### src/rtl/ibex_pkg.sv
// rtl/ibex_pkg.sv - ALU operator encoding shared by the branch ALU arbiter
package ibex_pkg;

  typedef enum logic [6:0] {
    ALU_ADD = 7'd0,
    ALU_SUB = 7'd1,
    ALU_XOR = 7'd2,
    ALU_OR  = 7'd3,
    ALU_AND = 7'd4,
    ALU_LT  = 7'd5,
    ALU_LTU = 7'd6,
    ALU_GE  = 7'd7,
    ALU_GEU = 7'd8,
    ALU_EQ  = 7'd9,
    ALU_NE  = 7'd10
  } alu_op_e;

endpackage

### src/rtl/ibex_branch_alu_arbiter_if.sv
// rtl/ibex_branch_alu_arbiter_if.sv - request/response/ALU signals of the branch ALU arbiter
interface ibex_branch_alu_arbiter_if;
  import ibex_pkg::*;

  logic        req0_valid_i, req0_ready_o, req1_valid_i, req1_ready_o;
  alu_op_e     req0_op_i, req1_op_i;
  logic [31:0] req0_a_i, req0_b_i, req1_a_i, req1_b_i;

  logic        resp0_valid_o, resp0_ready_i, resp0_cmp_o;
  logic        resp1_valid_o, resp1_ready_i, resp1_cmp_o;
  logic [31:0] resp0_target_o, resp1_target_o;

  alu_op_e     alu_operator_o;
  logic [31:0] alu_operand_a_o, alu_operand_b_o, alu_adder_result_i;
  logic        alu_cmp_result_i;

  // Arbiter side
  modport slave (
    input  req0_valid_i, req0_op_i, req0_a_i, req0_b_i,
    input  req1_valid_i, req1_op_i, req1_a_i, req1_b_i,
    output req0_ready_o, req1_ready_o,
    output resp0_valid_o, resp0_target_o, resp0_cmp_o,
    output resp1_valid_o, resp1_target_o, resp1_cmp_o,
    input  resp0_ready_i, resp1_ready_i,
    output alu_operator_o, alu_operand_a_o, alu_operand_b_o,
    input  alu_adder_result_i, alu_cmp_result_i
  );

  // Requesters, consumers and shared ALU side
  modport master (
    output req0_valid_i, req0_op_i, req0_a_i, req0_b_i,
    output req1_valid_i, req1_op_i, req1_a_i, req1_b_i,
    input  req0_ready_o, req1_ready_o,
    input  resp0_valid_o, resp0_target_o, resp0_cmp_o,
    input  resp1_valid_o, resp1_target_o, resp1_cmp_o,
    output resp0_ready_i, resp1_ready_i,
    input  alu_operator_o, alu_operand_a_o, alu_operand_b_o,
    output alu_adder_result_i, alu_cmp_result_i
  );

endinterface

### src/rtl/ibex_branch_alu_arbiter.sv
// rtl/ibex_branch_alu_arbiter.sv - two-requester arbiter in front of a shared branch ALU
module ibex_branch_alu_arbiter
  import ibex_pkg::*;
#(
  parameter bit RoundRobin = 1'b1
) (
  input  logic                      clk_i,
  input  logic                      rst_i,
  input  logic                      flush_i,
  ibex_branch_alu_arbiter_if.slave  bus,
  output logic                      busy_o
);

  localparam logic [1:0] IDLE = 2'd0;
  localparam logic [1:0] EXEC = 2'd1;
  localparam logic [1:0] WAIT = 2'd2;
  localparam logic [1:0] RESP = 2'd3;

  logic [1:0]  state_q, state_d;
  logic        last_grant_q, owner_q;
  alu_op_e     op_q;
  logic [31:0] a_q, b_q, target_q;
  logic        cmp_q;
  logic        grant, can_accept, accept, owner_ready;

  always_comb begin
    grant = bus.req1_valid_i;
    if (bus.req0_valid_i && bus.req1_valid_i) begin
      grant = RoundRobin ? ~last_grant_q : 1'b0;
    end
  end

  // Reset is folded in so nothing is offered while the async reset is held
  assign can_accept       = (state_q == IDLE) && !flush_i && !rst_i;
  assign bus.req0_ready_o = can_accept && bus.req0_valid_i && (grant == 1'b0);
  assign bus.req1_ready_o = can_accept && bus.req1_valid_i && (grant == 1'b1);
  assign accept           = bus.req0_ready_o || bus.req1_ready_o;
  assign owner_ready      = owner_q ? bus.resp1_ready_i : bus.resp0_ready_i;

  always_comb begin
    state_d = state_q;
    unique case (state_q)
      IDLE:    if (accept) state_d = EXEC;
      EXEC:    state_d = WAIT;
      WAIT:    state_d = RESP;
      RESP:    if (owner_ready) state_d = IDLE;
      default: state_d = IDLE;
    endcase
    if (flush_i) state_d = IDLE;
  end

  always_ff @(posedge clk_i or posedge rst_i) begin
    if (rst_i) begin
      state_q      <= IDLE;
      last_grant_q <= 1'b1;
      owner_q      <= 1'b0;
      op_q         <= ALU_ADD;
      a_q          <= 32'd0;
      b_q          <= 32'd0;
      cmp_q        <= 1'b0;
      target_q     <= 32'd0;
    end else begin
      state_q <= state_d;
      if (accept) begin
        last_grant_q <= grant;
        owner_q      <= grant;
        op_q         <= grant ? bus.req1_op_i : bus.req0_op_i;
        a_q          <= grant ? bus.req1_a_i  : bus.req0_a_i;
        b_q          <= grant ? bus.req1_b_i  : bus.req0_b_i;
      end
      if (state_q == EXEC && !flush_i) cmp_q    <= bus.alu_cmp_result_i;
      if (state_q == WAIT && !flush_i) target_q <= bus.alu_adder_result_i;
    end
  end

  assign bus.alu_operator_o  = op_q;
  assign bus.alu_operand_a_o = a_q;
  assign bus.alu_operand_b_o = b_q;

  // A flush in RESP withdraws the response so a same-cycle ready is not a handshake
  assign bus.resp0_valid_o  = (state_q == RESP) && !owner_q && !flush_i;
  assign bus.resp1_valid_o  = (state_q == RESP) &&  owner_q && !flush_i;
  assign bus.resp0_target_o = target_q;
  assign bus.resp1_target_o = target_q;
  assign bus.resp0_cmp_o    = cmp_q;
  assign bus.resp1_cmp_o    = cmp_q;

  assign busy_o = (state_q != IDLE);

endmodule

### src/flat_wrapper.sv
// flat-port wrapper written by rule: the top's interface ports become plain ports
module ibex_branch_alu_arbiter_flat import ibex_pkg::*;
#(
  parameter bit RoundRobin = 1'b1
)
  (clk_i, rst_i, flush_i, busy_o, bus_req0_valid_i, bus_req0_op_i, bus_req0_a_i, bus_req0_b_i, bus_req1_valid_i, bus_req1_op_i, bus_req1_a_i, bus_req1_b_i, bus_req0_ready_o, bus_req1_ready_o, bus_resp0_valid_o, bus_resp0_target_o, bus_resp0_cmp_o, bus_resp1_valid_o, bus_resp1_target_o, bus_resp1_cmp_o, bus_resp0_ready_i, bus_resp1_ready_i, bus_alu_operator_o, bus_alu_operand_a_o, bus_alu_operand_b_o, bus_alu_adder_result_i, bus_alu_cmp_result_i);
  ibex_branch_alu_arbiter_if bus_i ();
  input  logic clk_i;
  input  logic rst_i;
  input  logic flush_i;
  output logic busy_o;
  input wire logic [$bits(bus_i.req0_valid_i)-1:0] bus_req0_valid_i;
  input wire logic [$bits(bus_i.req0_op_i)-1:0] bus_req0_op_i;
  input wire logic [$bits(bus_i.req0_a_i)-1:0] bus_req0_a_i;
  input wire logic [$bits(bus_i.req0_b_i)-1:0] bus_req0_b_i;
  input wire logic [$bits(bus_i.req1_valid_i)-1:0] bus_req1_valid_i;
  input wire logic [$bits(bus_i.req1_op_i)-1:0] bus_req1_op_i;
  input wire logic [$bits(bus_i.req1_a_i)-1:0] bus_req1_a_i;
  input wire logic [$bits(bus_i.req1_b_i)-1:0] bus_req1_b_i;
  output wire logic [$bits(bus_i.req0_ready_o)-1:0] bus_req0_ready_o;
  output wire logic [$bits(bus_i.req1_ready_o)-1:0] bus_req1_ready_o;
  output wire logic [$bits(bus_i.resp0_valid_o)-1:0] bus_resp0_valid_o;
  output wire logic [$bits(bus_i.resp0_target_o)-1:0] bus_resp0_target_o;
  output wire logic [$bits(bus_i.resp0_cmp_o)-1:0] bus_resp0_cmp_o;
  output wire logic [$bits(bus_i.resp1_valid_o)-1:0] bus_resp1_valid_o;
  output wire logic [$bits(bus_i.resp1_target_o)-1:0] bus_resp1_target_o;
  output wire logic [$bits(bus_i.resp1_cmp_o)-1:0] bus_resp1_cmp_o;
  input wire logic [$bits(bus_i.resp0_ready_i)-1:0] bus_resp0_ready_i;
  input wire logic [$bits(bus_i.resp1_ready_i)-1:0] bus_resp1_ready_i;
  output wire logic [$bits(bus_i.alu_operator_o)-1:0] bus_alu_operator_o;
  output wire logic [$bits(bus_i.alu_operand_a_o)-1:0] bus_alu_operand_a_o;
  output wire logic [$bits(bus_i.alu_operand_b_o)-1:0] bus_alu_operand_b_o;
  input wire logic [$bits(bus_i.alu_adder_result_i)-1:0] bus_alu_adder_result_i;
  input wire logic [$bits(bus_i.alu_cmp_result_i)-1:0] bus_alu_cmp_result_i;
  assign bus_i.req0_valid_i = bus_req0_valid_i;
  assign bus_i.req0_op_i = bus_req0_op_i;
  assign bus_i.req0_a_i = bus_req0_a_i;
  assign bus_i.req0_b_i = bus_req0_b_i;
  assign bus_i.req1_valid_i = bus_req1_valid_i;
  assign bus_i.req1_op_i = bus_req1_op_i;
  assign bus_i.req1_a_i = bus_req1_a_i;
  assign bus_i.req1_b_i = bus_req1_b_i;
  assign bus_req0_ready_o = bus_i.req0_ready_o;
  assign bus_req1_ready_o = bus_i.req1_ready_o;
  assign bus_resp0_valid_o = bus_i.resp0_valid_o;
  assign bus_resp0_target_o = bus_i.resp0_target_o;
  assign bus_resp0_cmp_o = bus_i.resp0_cmp_o;
  assign bus_resp1_valid_o = bus_i.resp1_valid_o;
  assign bus_resp1_target_o = bus_i.resp1_target_o;
  assign bus_resp1_cmp_o = bus_i.resp1_cmp_o;
  assign bus_i.resp0_ready_i = bus_resp0_ready_i;
  assign bus_i.resp1_ready_i = bus_resp1_ready_i;
  assign bus_alu_operator_o = bus_i.alu_operator_o;
  assign bus_alu_operand_a_o = bus_i.alu_operand_a_o;
  assign bus_alu_operand_b_o = bus_i.alu_operand_b_o;
  assign bus_i.alu_adder_result_i = bus_alu_adder_result_i;
  assign bus_i.alu_cmp_result_i = bus_alu_cmp_result_i;
  ibex_branch_alu_arbiter #(.RoundRobin(RoundRobin)) u_core (.clk_i(clk_i), .rst_i(rst_i), .flush_i(flush_i), .bus(bus_i), .busy_o(busy_o));
endmodule
### config.mk
export PLATFORM = sky130hd
export DESIGN_NAME = ibex_branch_alu_arbiter_flat
export DESIGN_NICKNAME = d
export VERILOG_FILES = /design/src/rtl/ibex_pkg.sv /design/src/rtl/ibex_branch_alu_arbiter_if.sv /design/src/rtl/ibex_branch_alu_arbiter.sv /design/src/flat_wrapper.sv
export SDC_FILE = /design/constraint.sdc
export NUM_CORES = 1
export LEC_CHECK = 0
export CORE_AREA = 3 3 125 127
export CTS_CLUSTER_DIAMETER = 30
export CTS_CLUSTER_SIZE = 8
export DETAILED_ROUTE_END_ITERATION = 8
export DIE_AREA = 0 0 128 130
export PLACE_DENSITY = 0.77
export SYNTH_ARGS = -nofsm -noshare
export SYNTH_HDL_FRONTEND = slang
export SYNTH_SLANG_ARGS = --single-unit
### constraint.sdc
create_clock -name clk_i -period 9.4 [get_ports clk_i]
set_input_delay 0.94 -clock clk_i [delete_from_list [all_inputs] [get_ports clk_i]]
set_output_delay 0.94 -clock clk_i [all_outputs]
set_load 0.05 [all_outputs]
==> results of run 1 <==
[routing by layer]
layer / vias to the layer above / global-route usage (%)
met3: 18 / 6.02
met1: 1949 / 19.8
li1: 2061 / -
met5: - / 0
met2: 227 / 31.7
met4: 0 / 6.62
[worst max-delay path, cell delays in order]
cell	delay (ps)
clkdlybuf4s50_1	520
a21boi_4	800
buf_4	780
nor2_1	150
clkdlybuf4s50_1	750
[cell usage in the layout, fill, tap and decap left out, types with 2 or more instances in the layout]
master           instances
ha_1                     5
a21oi_2                  9
nor2_1                  74
mux2i_1                 73
inv_1                    3
mux2_2                  31
nand2b_1                 2
a21oi_1                 64
bufinv_16                2
clkdlybuf4s50_1        323
clkbuf_8                 2
mux2_1                   2
buf_4                    4
clkbuf_16                9
dfrtp_1                107
[path summary, 6_finish.rpt]
kind	from	endpoint	slack, ps	cells after the start
worst max-delay path	bus_req1_valid_i	bus_req0_ready_o	4450	5
worst min register to register	u_core.bus.resp0_target_o[27]	u_core.bus.resp0_target_o[27]	530	1
min in group asynchronous	rst_i	u_core.bus.resp0_target_o[22]	1140	2
max in group asynchronous	rst_i	u_core.state_q[0]	7050	3
worst max register to register	u_core.state_q[0]	u_core.bus.alu_operand_a_o[5]	6620	7
worst min-delay path	u_core.bus.resp0_target_o[27]	u_core.bus.resp0_target_o[27]	530	1
[through the flow]
step / std cells / utilization [%] / hold slack [ps] / setup WS (ps)
after floorplan: 448 / - / 503 / 5620
after global placement: 897 / 56.4 / 498 / 4550
after detailed placement: 897 / 56.4 / 514 / 4460
after CTS: 913 / 58.7 / 530 / 4440
after global routing: 913 / 58.7 / 551 / 4290
final: 913 / 58.7 / 528 / 4450
[cell usage after synthesis (4+ instances only)]
library cell  instances  area, sq um
buf_2                 5         25.0
nor2_1               74          278
a21oi_2               9         78.8
mux2i_1              73          731
dfrtp_1             107         2680
ha_1                  5         62.6
inv_1                 4         15.0
mux2_2               31          349
buf_4                52          390
a21oi_1              64          320
[kinds of logic after synthesis]
| logic type | Yosys count |
|---|---|
| fa+ha+maj | 5 |
| mux | 106 |
| compound gates | 79 |
| buf+inv | 66 |
| flops | 108 |
| simple gates | 84 |
[report_power, final]
part | switching (mW) | internal (mW) | total (mW)
registers | 0.149 | 0.693 | 0.841
logic | 1.40 | 0.732 | 2.14
clock network | 0.163 | 0.248 | 0.411
[sequential cells by signal, summed over array words and instances (netlist names)]
register,cells
u_core.owner_q,1
u_core.bus.alu_operator_o,7
u_core.bus.resp0_target_o,32
u_core.bus.resp0_cmp_o,1
u_core.last_grant_q,1
u_core.bus.alu_operand_b_o,32
u_core.state_q,2
u_core.bus.alu_operand_a_o,32
[cell type report]
type | count | area [sq um] | share of cell area [%]
Sequential cell | 108 | 2700 | 31.7
Inverter | 4 | 17.5 | 0.205
Clock buffer | 12 | 256 | 3.01
Timing Repair Buffer | 327 | 3260 | 38.3
Multi-Input combinational cell | 274 | 1980 | 23.3
Tap cell | 184 | 230 | 2.70
Clock inverter | 4 | 72.6 | 0.851
==> metrics.txt, run 1 <==
DRT iter0 DRCs 130; Starting Density 35.5%; total leakage power 3.50 nW; worst slew pin tran 982 ps; drt drc 0; CTS Buffer Depth 2; met2 wire len 7.72 mm; Ant. Diodes 0; largest family of logic cells by synthesized area multiplexers; core area 14500 sq um; area grow syn2layout 65.3%; Max IR drop VDD 0.210 mV; TritonRoute pass-1 iters 4; relative slew slack 34.3%; met3 WL 1.58 mm; worst skew pair latency 340 ps; die area 16600 sq um; Vias 4255; largest net degree at the start of global routing 101; final setup vio count 0; Worst Path Max Fanout 51; CTS tree done; final hold vios 0; Post-Syn Instances 448; post-synth cell types 29; Crit Path Category input port to output port; Antenna Violating Nets Remaining 0; CTS root buf clkbuf_16; Cell Pwr Density 397 nW/um^2; EDFF count, synth 0; simple-gate portion of the synthesized area 6.89%; Max Slew Vio Count 0; clk_skew 8.10 ps; crit share post-route 52.7%; final wirelength 15.0 mm; syn_nets 635; Synth warnings 0; adder-cell area share of the yosys netlist 1.21%; Final Cell Area 8530 sq um; Worst Path Arrival 4010 ps; Post-Synth XOR/XNOR Area 0%; share of cells above drive strength 1 8.92%; DP HPWL 12.0 mm; outcome completed; Top Layer Used met4; H-tree depth 3; RSZ-0062 raised after global routing false; die span in y 130 microns; Worst-path clk slew 70 ps; first-pass GRT wire length 23.3 mm; Placement Cell Area 8200 sq um; TritonCTS Sinks 108; DRT met1 WL 5.46 mm; drt wl/cell 16.5 microns; Cell Area, Synth 5160 sq um; GRT Util Overall 17.8%; flops & latches, synth 108; vias in the first global route 4517; Die X-Extent 128 microns; Ports 324; Overflow after GRT 0; Setup Buffers After CTS 0; Sum Neg Setup Slack 0 ps; post-synthesis mux area share 21.4%; Port Buf Inserts 323; Power Total 3.39 mW; # rows 44; Avg Cell Area, Syn 11.5 sq um; Nets 911; vias per cell 4.66; ys flop type dfrtp_1; Seq/Total Area, Yosys 52.4%; Fillers 1189; initial antenna violation count 0; CTS resizes 0; worst min path class flip-flop to flip-flop; Hold Buf Count CTS 0; startpoint class of the critical path input port; Async SR Flop Fraction 100%; GPL Wtd Cong 0.785; min cycle time layout 4950 ps; FMAX 0.202 GHz; CP Capture Type output port; Synth Area in Compound Gates 8.68%; cts bufs inserted 9; WP data required 8460 ps; max-cap viol count 0
(Power assumes the default switching activity.)
==> run 2, diff against run 1 <==
--- a/config.mk
+++ b/config.mk
@@ -5,12 +5,12 @@
 export SDC_FILE = /design/constraint.sdc
 export NUM_CORES = 1
 export LEC_CHECK = 0
-export CORE_AREA = 3 3 125 127
+export CORE_MARGIN = 3
+export CORE_UTILIZATION = 34
 export CTS_CLUSTER_DIAMETER = 30
 export CTS_CLUSTER_SIZE = 8
 export DETAILED_ROUTE_END_ITERATION = 8
-export DIE_AREA = 0 0 128 130
-export PLACE_DENSITY = 0.77
+export PLACE_DENSITY = 0.78
 export SYNTH_ARGS = -nofsm -noshare
 export SYNTH_HDL_FRONTEND = slang
 export SYNTH_SLANG_ARGS = --single-unit
==> constraint.sdc (replaced) <==
create_clock -name clk_i -period 4.1 [get_ports clk_i]
set_input_delay 0.41 -clock clk_i [delete_from_list [all_inputs] [get_ports clk_i]]
set_output_delay 0.41 -clock clk_i [all_outputs]
set_load 0.05 [all_outputs]
==> run 2 against run 1 <==
  * Hold slack got worse by 5.0 ps
  * Combinational power increased by 130%
  * Utilization is 0.42 points lower
  * Clock-buffer cell count down 1
  * Sequential power rose by 130%
  * Global-route usage grew 0.26 points
  * Non-clock buffer count grew 1
  * Sequential share of layout area decreased by 0.13 points
  * Critical path depth increased by 1
  * Clock power is 140% higher
  * Register-to-register slack worse by 4900 ps
  * Via count rose by 0.54%
==> metrics.txt, run 2 (synthesized netlist as in run 1, its figures left out) <==
CTS root buf clkbuf_16 (unchanged); dpl cells 898 (was 897); total leakage power 3.51 nW (was 3.50 nW); CTS resizes 0 (unchanged); WP data required 3690 ps (was 8460 ps); FMAX 0.350 GHz; Multi-input gate area 1980 sq um (unchanged); Seq pwr share 24.6% (was 24.8%); Worst-path clk slew 70 ps (about the same); non-filler cells, final 913 (unchanged); largest net degree at the start of global routing 95 (was 101); Cell Pwr Density 915 nW/um^2 (was 397 nW/um^2); crit share post-route 69.8%; relative slew slack 47.0% (was 34.3%); Antenna Violating Nets Remaining 0 (unchanged); TritonRoute pass-1 iters 4 (unchanged); dpl ws 1270 ps (was 4460 ps); Hold Buf Count CTS 0 (unchanged); Switch Pwr 3.97 mW (was 1.72 mW); Crit Path Category flip-flop to output port (was input port to output port); Vias 4278 (was 4255); setup ws final 1240 ps (was 4450 ps); final hold vios 0 (unchanged); post-route core utilization 58.3% (was 58.7%); Reg area 2700 sq um (unchanged); DRT iter0 DRCs 149 (was 130); worst skew pair latency 340 ps (about the same); # rows 44 (unchanged); area grow syn2layout 66.0% (was 65.3%); Worst Path Arrival 2450 ps (was 4010 ps); CTS tree done (unchanged); startpoint class of the critical path flip-flop (was input port); drt drc 0 (unchanged); outcome completed (unchanged); clock power share 12.5% (was 12.1%); worst slew pin tran 795 ps (was 982 ps); Nets 912 (was 911); GRT Util Overall 18.1% (was 17.8%); Setup Buffers After CTS 0 (unchanged); CTS Buffer Depth 2 (unchanged); cts bufs inserted 9 (unchanged); most common cell after layout, fill and taps aside clkdlybuf4s50_1 (unchanged); first-pass GRT wire length 23.6 mm (was 23.3 mm); min cycle time layout 2860 ps; Sum Neg Setup Slack 0 ps (unchanged); initial antenna violation count 0 (unchanged); Logic pwr share 62.9% (was 63.0%); RSZ-0062 raised after global routing false (unchanged); switching share of power 50.6% (about the same); Starting Density 35.1% (was 35.5%); share of cells above drive strength 1 8.78% (was 8.92%); final setup vio count 0 (unchanged); Power Total 7.84 mW (was 3.39 mW); die span in y 129 microns (was 130 microns); worst min path class flip-flop to flip-flop (unchanged); H-tree depth 3 (unchanged); Worst Path Max Fanout 5 (was 51); vias in the first global route 4510 (was 4517); Fillers 1160 (was 1189); Port Buf Inserts 323 (unchanged); Ant. Diodes 0 (unchanged); max-cap viol count 0 (unchanged); drt wl/cell 17.2 microns (was 16.5 microns); Die X-Extent 129 microns (was 128 microns); DP HPWL 12.5 mm (was 12.0 mm); final wirelength 15.7 mm (was 15.0 mm); GPL Wtd Cong 0.807 (was 0.785); core area 14700 sq um (was 14500 sq um); most frequent cells in the layout 323 x clkdlybuf4s50_1, 107 x dfrtp_1, 74 x nor2_1 (unchanged); Ports 324 (unchanged); clk_skew 6.58 ps (was 8.10 ps); Max IR drop VDD 0.443 mV (was 0.210 mV); internal power 3.87 mW (was 1.67 mW); Max Slew Vio Count 0 (unchanged); CP Capture Type output port (unchanged); vias per cell 4.69 (was 4.66); TritonCTS Sinks 108 (unchanged); Overflow after GRT 0 (unchanged); die area 16700 sq um (was 16600 sq um)
-- run 2: path summary, 6_finish.rpt --
check | endpoint | cells past startpoint | slack, ps | start
min in group asynchronous | u_core.bus.alu_operand_a_o[5] | 2 | 620 | rst_i
worst max register to register | u_core.bus.alu_operand_b_o[19] | 7 | 1700 | u_core.state_q[0]
worst min-delay path | u_core.bus.alu_operator_o[4] | 2 | 520 | u_core.bus.alu_operator_o[4]
worst min register to register | u_core.bus.alu_operator_o[4] | 2 | 520 | u_core.bus.alu_operator_o[4]
max in group asynchronous | u_core.bus.alu_operand_a_o[15] | 3 | 2750 | rst_i
worst max-delay path | bus_req0_ready_o | 6 | 1240 | u_core.state_q[0]
-- run 2: through the flow --
step,instance area (sq um),hold WS [ps]
after floorplan,5160,480
after global placement,8230,500
after detailed placement,8230,515
after CTS,8560,530
after global routing,8560,555
final,8560,523
-- run 2: worst max-delay path, stage by stage (launching register included) --
cell	delay [ps]
dfrtp_1	400
inv_1	140
ha_1	220
nor3b_4	280
nand2_1	100
nor2_1	130
clkdlybuf4s50_1	840
-- run 2: area by class of cell --
cell class                      count  area share, %
Clock buffer                       11           2.72
Timing Repair Buffer              328           38.5
Inverter                            4          0.205
Tap cell                          184           2.69
Clock inverter                      4           1.15
Multi-Input combinational cell    274           23.2
Sequential cell                   108           31.6
-- run 2: power groups by stage --
stage                     Combinational, mW  Sequential, mW  Clock, mW
after detailed placement               4.96            1.95          0
final                                  4.93            1.93      0.976
after global placement                 4.91            1.91          0
after CTS                              4.98            1.94       1.00
after global routing                   5.13            2.01       1.05
after floorplan                        1.67            3.65          0
-- run 2: layer usage --
layer  vias up  routed length (microns)  track usage, %  share of wire (%)
li1       2054                        -               -                  -
met1      2016                     5920            19.9                 38
met2       195                     7970            32.9                 51
met3        13                     1580            6.47                 10
met4         0                      206            5.00                1.3
met5         -                        0               0                  0
==> run 3, diff against run 2 <==
==> constraint.sdc (replaced) <==
create_clock -name clk_i -period 2.4 [get_ports clk_i]
set_input_delay 0.24 -clock clk_i [delete_from_list [all_inputs] [get_ports clk_i]]
set_output_delay 0.24 -clock clk_i [all_outputs]
set_load 0.05 [all_outputs]
==> run 3 against run 2 <==
  * Hold slack got worse by 74 ps
  * Worst setup slack got worse by 1000 ps
  * Sequential power increased by 71%
  * Design area increased by 1.1%
  * Sequential share of layout area decreased by 0.34 points
  * Critical path type unchanged
  * Largest cell class unchanged
  * Flip-flop and latch count unchanged
  * Clock-buffer cell count increased by 1
  * Routed wire length decreased by 3.1%
  * Clock skew increased by 4.9 ps
  * Utilization increased by 0.63 points
  * Combinational power increased by 72%
  * Cell count increased by 0.66%
==> metrics.txt, run 3 (synthesized netlist as in run 1, its figures left out) <==
Crit Path Category flip-flop to output port (unchanged); share of cells above drive strength 1 10.1% (was 8.78%); die area 16700 sq um (unchanged); most common cell after layout, fill and taps aside clkdlybuf4s50_1 (unchanged); Nets 917 (was 912); cts bufs inserted 9 (unchanged); CTS root buf clkbuf_16 (unchanged); cell family with most CP delay buffers and inverters (unchanged); final wirelength 15.2 mm (was 15.7 mm); Hold Buf Count CTS 0 (unchanged); Max IR drop VDD 0.653 mV (was 0.443 mV); startpoint class of the critical path flip-flop (unchanged); final setup vio count 0 (unchanged); initial antenna violation count 0 (unchanged); largest net degree at the start of global routing 76 (was 95); min cycle time layout 2190 ps; FMAX 0.456 GHz; TritonCTS Sinks 108 (unchanged); GRT Util Overall 17.6% (was 18.1%); vias per cell 4.62 (was 4.69); largest stage delay on the critical path 820 ps (was 840 ps); # rows 44 (unchanged); CTS Buffer Depth 2 (unchanged); DRT iter0 DRCs 157 (was 149); non-filler cells, final 919 (was 913); Port Buf Inserts 323 (unchanged); Power Total 13.2 mW (was 7.84 mW); relative slew slack 57.0% (was 47.0%); Setup Buffers After CTS 0 (unchanged); dpl cells 903 (was 898); Starting Density 35.1% (unchanged); Die X-Extent 129 microns (unchanged); first-pass GRT wire length 23.0 mm (was 23.6 mm); Fin Hold WS 449 ps (was 523 ps); final hold vios 0 (unchanged); H-tree depth 3 (unchanged); crit path max-delay cell type clkdlybuf4s50_1 (unchanged); TritonRoute pass-1 iters 4 (unchanged); clk_skew 11.5 ps (was 6.58 ps); Ports 324 (unchanged); buffer and inverter count on the worst path 3 (was 2); most frequent cells in the layout 319 x clkdlybuf4s50_1, 107 x dfrtp_1, 74 x nor2_1 (was 323 x clkdlybuf4s50_1, 107 x dfrtp_1, 74 x nor2_1); max-cap viol count 0 (unchanged); Worst Path Max Fanout 4 (was 5); Worst Path Arrival 1950 ps (was 2450 ps); reg2reg setup slack 420 ps (was 1700 ps); DP HPWL 12.2 mm (was 12.5 mm); drt drc 0 (unchanged); worst min path class input port to asynchronous set/reset pin (was flip-flop to flip-flop); CP dominant cell by count inv_1; CP Capture Type output port (unchanged); outcome completed (unchanged); WP data required 2160 ps (was 3690 ps); Max Slew Vio Count 0 (unchanged); worst slew pin tran 643 ps (was 795 ps); CTS resizes 0 (unchanged); Placement Cell Area 8360 sq um (was 8230 sq um); crit share post-route 91.4%; Overflow after GRT 0 (unchanged); Cell Pwr Density 1530 nW/um^2 (was 915 nW/um^2); worst skew pair latency 350 ps (was 340 ps); RSZ-0062 raised after global routing false (unchanged); Final Cell Area 8660 sq um (was 8560 sq um); CTS tree done (unchanged); total leakage power 3.55 nW (was 3.51 nW); Ant. Diodes 0 (unchanged); area grow syn2layout 67.8% (was 66.0%); vias in the first global route 4373 (was 4510); Vias 4245 (was 4278); GPL Wtd Cong 0.817 (was 0.807); core area 14700 sq um (unchanged); crit path cell chain inv_1 > ha_1 > inv_1 > clkdlybuf4s50_1 (was inv_1 > ha_1 > nor3b_4 > nand2_1 > nor2_1 > clkdlybuf4s50_1); Sum Neg Setup Slack 0 ps (unchanged); Worst-path clk slew 70 ps (about the same); Antenna Violating Nets Remaining 0 (unchanged); die span in y 129 microns (unchanged); drt wl/cell 16.5 microns (was 17.2 microns)
[run 3: stage by stage]
stage                     setup WS [ps]  utilization [%]
after floorplan                     438                -
after global placement              476             56.9
after detailed placement            392             56.9
after CTS                           179             58.9
after global routing                108             58.9
final                               206             58.9
[run 3: cell type report]
| class | instances | area, sq um |
|---|---|---|
| Clock buffer | 12 | 246 |
| Clock inverter | 4 | 48.8 |
| Fill cell | 1170 | 6040 |
| Inverter | 4 | 18.8 |
| Multi-Input combinational cell | 274 | 1980 |
| Sequential cell | 108 | 2700 |
| Tap cell | 184 | 230 |
| Timing Repair Buffer | 333 | 3420 |
[run 3: per-layer routing]
layer  track usage [%]  wire [microns]  vias up
li1                  -               -     2065
met1              20.6            5870     1973
met2              30.8            7690      192
met3              5.52            1390       15
met4              5.62             233        0
met5                 0               0        -
[run 3: power by group]
part	internal, mW	switching, mW
combinational	2.93	5.53
sequential	2.71	0.587
clock	0.838	0.644
[run 3: path summary, 6_finish.rpt]
path                                              start                             end  depth (start not counted)
max                                   u_core.state_q[0]                          busy_o                          4
min                                               rst_i  u_core.bus.alu_operand_a_o[30]                          2
max reg2reg                           u_core.state_q[0]  u_core.bus.alu_operand_b_o[18]                          7
min reg2reg                u_core.bus.alu_operator_o[4]    u_core.bus.alu_operator_o[4]                          2
max in group asynchronous                         rst_i             u_core.last_grant_q                          3
min in group clk_i           bus_alu_adder_result_i[27]   u_core.bus.resp0_target_o[27]                          2
